--- src/rtl/apb_rr_arbiter.sv ---
// apb_rr_arbiter
// Shares one APB completer between two internal requesters. Requests are
// arbitrated round-robin in IDLE, then driven through a SETUP/ACCESS pair.
// The completion strobe, read data and error are routed back to the owner.
//
// Handshake (requester side): reqN_valid rises with write/addr/wdata
// stable and stays high until the cycle in which reqN_ready=1. That ready
// cycle is the only completion: reqN_rdata/reqN_err are meaningful only
// while reqN_ready=1. At the edge that ends the ready cycle, the requester
// may drop valid or present its next transfer. The arbiter always returns
// to IDLE after a transfer, so a new request is arbitrated there.

module apb_rr_arbiter #(
    parameter int ADDR_WIDTH = 32,
    parameter int DATA_WIDTH = 32
) (
    input  logic                  PCLK,
    input  logic                  PRESET,

    // requester 0
    input  logic                  req0_valid,
    input  logic                  req0_write,
    input  logic [ADDR_WIDTH-1:0] req0_addr,
    input  logic [DATA_WIDTH-1:0] req0_wdata,
    output logic                  req0_ready,
    output logic [DATA_WIDTH-1:0] req0_rdata,
    output logic                  req0_err,

    // requester 1
    input  logic                  req1_valid,
    input  logic                  req1_write,
    input  logic [ADDR_WIDTH-1:0] req1_addr,
    input  logic [DATA_WIDTH-1:0] req1_wdata,
    output logic                  req1_ready,
    output logic [DATA_WIDTH-1:0] req1_rdata,
    output logic                  req1_err,

    // APB requester port
    output logic                  PSEL,
    output logic                  PENABLE,
    output logic                  PWRITE,
    output logic [ADDR_WIDTH-1:0] PADDR,
    output logic [DATA_WIDTH-1:0] PWDATA,
    input  logic                  PREADY,
    input  logic [DATA_WIDTH-1:0] PRDATA,
    input  logic                  PSLVERR,

    // current FSM state, for checkers and waveform debug
    output logic [1:0]            dbg_state
);

    typedef enum logic [1:0] {
        IDLE   = 2'd0,
        SETUP  = 2'd1,
        ACCESS = 2'd2
    } state_t;

    state_t state;
    logic   owner;       // requester that owns the transfer in flight
    logic   last_grant;  // requester granted most recently; loses the next tie

    logic   any_valid;
    logic   grant_sel;
    logic   access_done;

    // Round-robin choice among the requesters valid this cycle.
    always_comb begin
        any_valid = req0_valid | req1_valid;
        grant_sel = 1'b0;
        if (req0_valid && req1_valid) begin
            grant_sel = ~last_grant;
        end else if (req1_valid) begin
            grant_sel = 1'b1;
        end
    end

    // Single FSM: sequencing, ownership and all registered APB outputs.
    always_ff @(posedge PCLK) begin
        if (PRESET) begin
            state      <= IDLE;
            owner      <= 1'b0;
            last_grant <= 1'b1;
            PSEL       <= 1'b0;
            PENABLE    <= 1'b0;
            PWRITE     <= 1'b0;
            PADDR      <= '0;
            PWDATA     <= '0;
        end else begin
            case (state)
                IDLE: begin
                    if (any_valid) begin
                        state      <= SETUP;
                        owner      <= grant_sel;
                        last_grant <= grant_sel;
                        PSEL       <= 1'b1;
                        PENABLE    <= 1'b0;
                        if (grant_sel) begin
                            PWRITE <= req1_write;
                            PADDR  <= req1_addr;
                            PWDATA <= req1_wdata;
                        end else begin
                            PWRITE <= req0_write;
                            PADDR  <= req0_addr;
                            PWDATA <= req0_wdata;
                        end
                    end
                end
                SETUP: begin
                    state   <= ACCESS;
                    PENABLE <= 1'b1;
                end
                ACCESS: begin
                    // PSLVERR does not alter sequencing; only PREADY ends ACCESS
                    if (PREADY) begin
                        state   <= IDLE;
                        PSEL    <= 1'b0;
                        PENABLE <= 1'b0;
                    end
                end
                default: begin
                    state   <= IDLE;
                    PSEL    <= 1'b0;
                    PENABLE <= 1'b0;
                end
            endcase
        end
    end

    // Completion routing: strobe to the owner only, data/error passed through.
    always_comb begin
        access_done = (state == ACCESS) && PREADY;
        req0_ready  = access_done && (owner == 1'b0);
        req1_ready  = access_done && (owner == 1'b1);
        req0_rdata  = PRDATA;
        req1_rdata  = PRDATA;
        req0_err    = PSLVERR;
        req1_err    = PSLVERR;
        dbg_state   = state;
    end

    // SETUP always advances to ACCESS unless reset intervenes.
    a_setup_to_access: assert property (@(posedge PCLK)
        (PSEL && !PENABLE && !PRESET) |=> (PSEL && PENABLE));

    // Transfer attributes hold for the whole SETUP/ACCESS window.
    a_fields_stable: assert property (@(posedge PCLK)
        (PSEL && !(PENABLE && PREADY) && !PRESET) |=>
            (PSEL && $stable(PADDR) && $stable(PWDATA) && $stable(PWRITE)));

    // IDLE is always visited after a completed transfer.
    a_idle_after_done: assert property (@(posedge PCLK)
        (PSEL && PENABLE && PREADY && !PRESET) |=> !PSEL);

    // At most one requester is ever told it completed.
    a_one_hot_ready: assert property (@(posedge PCLK)
        !(req0_ready && req1_ready));

endmodule

--- config.mk ---
export PLATFORM = sky130hd
export DESIGN_NAME = apb_rr_arbiter
export DESIGN_NICKNAME = d
export VERILOG_FILES = /design/src/rtl/apb_rr_arbiter.sv
export SDC_FILE = /design/constraint.sdc
export NUM_CORES = 1
export LEC_CHECK = 0
export ABC_AREA = 0
export CORE_AREA = 2 2 118 120
export CTS_CLUSTER_SIZE = 12
export DETAILED_ROUTE_END_ITERATION = 16
export DIE_AREA = 0 0 120 122
export PLACE_DENSITY = 0.72
export SLEW_MARGIN = 25
export SYNTH_ARGS = -nofsm -noshare
export SYNTH_HDL_FRONTEND = slang
export SYNTH_SLANG_ARGS = --single-unit
--- constraint.sdc ---
create_clock -name PCLK -period 1.72 [get_ports PCLK]
set_clock_uncertainty 0.1 [all_clocks]
set_input_delay 0.344 -clock PCLK [delete_from_list [all_inputs] [get_ports PCLK]]
set_output_delay 0.344 -clock PCLK [all_outputs]
set_load 0.01 [all_outputs]
==> results.toml, run 1 <==
[cells_and_area]
fillerInstances = 1289
syn_to_final_growth_pct = 54.0
register_area_um2 = 1400
diodes = 0
fin_nets = 750
multiInputGateArea_um2 = 1770
final_layout_size_suffix_gt1_share_pct = 12.6

[synth]
syn_avg_cell_area_um2 = 8.47
syn_nets = 631
yosysWarnings = 0
synth_top_family_by_area = "compound AO/OA/AOI/OAI gates"
synth_cells = 463
syn-cell-area_um2 = 3920
ys_ff_latch = 70
synthMuxAreaShare_pct = 0.255
synth-simple-area-share_pct = 14.4
synth_adder_area_share_pct = 0
yosys.area_share.xor_xnor_pct = 0
synth_compound_area_share_pct = 29.9
ys_types = 21
seq_area_frac_synth_pct = 35.7

[drt]
routed_wl_um = 12300
routed_via_density = 4.92
vias = 3772
post-route-drc-count = 0
drtAntennaViolNets = 0
post_drt_wl_per_cell_um = 16.0
firstDrtPassIters = 4
drtIter0Drc = 229

[clocking]
postCtsSetupBuffers = 0
cts.clk_slew.worst_paths_ns = 0.06
cts_hold_buf = 0
cts_num_sinks = 70
cts-buffers-inserted = 9
clk_path_buf_depth = 2
cts-root-buf = "clkbuf_16"
h-tree-depth = 3
clk_latency_ns = 0.32
cts_tree = "done"

[floorplanning]
row_count = 43
start_util_pct = 29.0
die_w_um = 120
die_h_um = 122
io_pins = 305
core_um2 = 13500
dieArea_um2 = 14600

[global_routing]
grt_pass1_wl_um = 19000
grt-ovfl-total = 0
grt_pass1_vias = 3827
grt_max_degree = 71
gr-max-usage-layer = "met2"
grt_usage_pct = 16.2
antenna_found_initial = 0
met2_usage_pct = 28.6
use_met3_pct = 3.28
gr-usage-met1_pct = 18.9

[setup_path]
arrival_ns = 1.24
cpPeakStageDelay_ns = 0.55
crit_chain = "clkdlybuf4s50_1"
setup.worst_path.class = "reg2out"
worst_path_max_delay_cell = "clkdlybuf4s50_1"
crit_fanout = 2
crit_path_end_kind = "output pin"
critPathLaunchType = "flip-flop"
critPathBufInv = 1
crit_family = "buffers and inverters"
r2r_setup_slack_ns = 0.09
cp.required_ns = 1.28

[timing]
finalSetupTns_ns = 0
setup_viol_count_final = 0
finalCriticalPeriod_ns = 1.68
min_period_over_period_pct = 97.8
whs_ns = 0.375
grt_setup_unrepaired = "no"
worst_slew_pin_slew_ns = 0.455
max_freq_ghz = 0.594
drv_slew = 0
max-slew-margin-rel_pct = 69.7
final_hold_viol_count = 0

[placement]
gp_congestion = 0.705
detailed_place_hpwl_um = 8670
io_buffers = 205

[pwr]
p_per_area_nw_per_um2 = 962
power_leakage_nw = 2.28
max-vdd-ir-drop_v = 0.000423

[run]
drv_cap = 0

[worst_hold_path]
hold_class = "reg2reg"

[run_status]
status = "complete, no violations"
[layout by cell type (no fill, tap or decap)]
master	count
a21bo_2	1
a21boi_4	1
a21oi_1	67
a311oi_1	28
a311oi_2	37
and4b_1	1
buf_12	11
buf_4	4
bufinv_16	2
clkbuf_16	9
clkbuf_8	5
clkdlybuf4s50_1	194
dfxtp_1	69
dfxtp_2	1
dlygate4sd2_1	7
dlymetal6s2s_1	3
mux2i_1	1
nand2_1	132
nand3_1	1
nand3b_1	1
nor2_1	4
nor2_4	2
nor4bb_1	1
o21ai_0	3
or2_1	1
or2_2	1
[worst reg2reg max path: stages (launching register included)]
cell and delay, ns:
dfxtp_2 0.34, buf_4 0.15, or2_1 0.28, nor2_4 0.23, buf_12 0.24, a311oi_1 0.17
[per-stage QoR]
step | cells | power (mW) | instance area (µm²) | utilization [%] | setup WS [ns]
global placement | 751 | 3.67 | 5690 | 42.1 | -0.455
floorplan | 463 | 2.95 | 3920 | - | 0.290
detailed placement | 751 | 3.71 | 5690 | 42.1 | -0.483
global route | 767 | 6.08 | 6040 | 44.7 | 0.000162
finish | 767 | 5.81 | 6040 | 44.7 | 0.0379
CTS | 767 | 5.90 | 6030 | 44.7 | 0.00477
[final timing paths]
check | from | end | cells after the start
worst max register to register | PENABLE | PADDR[31] | 5
worst min register to register | PSEL | PSEL | 2
worst min-delay path | PSEL | PSEL | 2
worst max-delay path | PADDR[20] | PADDR[20] | 1
[cell type report]
class	instances	area share, %
repair buffers	219	37.9
well taps	180	3.73
clock buffers	14	4.87
multi-input cells	282	29.3
clock inverters	2	0.994
flip-flops and latches	70	23.2
[timing repair]
item | CTS | global route
endpoints found under the setup margin | 8 | 3
gates resized for setup | 8 | 3
cloned | 0 | 0
[synth_stat cells, drive strengths merged]
master,instances,area [µm²]
a21bo,1,10.0
a21boi,1,11.3
a21oi,67,335
a311oi,65,801
and4b,1,10.0
buf,101,736
clkbuf,10,37.5
dfxtp,70,1400
mux2i,1,10.0
nand2,132,495
nand3,1,5.00
nand3b,1,7.51
nor2,6,25.0
nor4bb,1,10.0
o21ai,3,15.0
or2,2,12.5
[metal layers]
metal,wire [µm],vias to the layer above
li1,-,1809
met1,5000,1781
met2,6300,148
met3,742,34
met4,265,0
met5,0,-
[report_power, final]
group          total [mW]  internal, mW  switching [mW]
Clock                2.15          1.47           0.683
Combinational        1.72         0.944           0.772
Sequential           1.94          1.83           0.114
Total                5.81          4.24            1.57
[cells by family after synthesis]
| logic type | Yosys count |
|---|---|
| AOI/OAI and AO/OA | 137 |
| buffers and inverters | 111 |
| DFF | 70 |
| muxes | 1 |
| and+or+nand+nor | 144 |
[state kept, by name, summed over array words and instances, names as in the netlist]
| name | count |
|---|---|
| dbg_state | 1 |
| last_grant | 1 |
| PWRITE | 1 |
| owner | 1 |
| PSEL | 1 |
| PENABLE | 1 |
| PWDATA | 32 |
| PADDR | 32 |
No activity file was read; power rests on OpenSTA's default activity.
==> run 2: changes to the inputs <==
--- a/config.mk
+++ b/config.mk
@@ -5,7 +5,6 @@
 export SDC_FILE = /design/constraint.sdc
 export NUM_CORES = 1
 export LEC_CHECK = 0
-export ABC_AREA = 0
 export CORE_AREA = 2 2 118 120
 export CTS_CLUSTER_SIZE = 12
 export DETAILED_ROUTE_END_ITERATION = 16
==> results of run 2 <==
Final layout, timing and power as in run 1 (identical DEF).
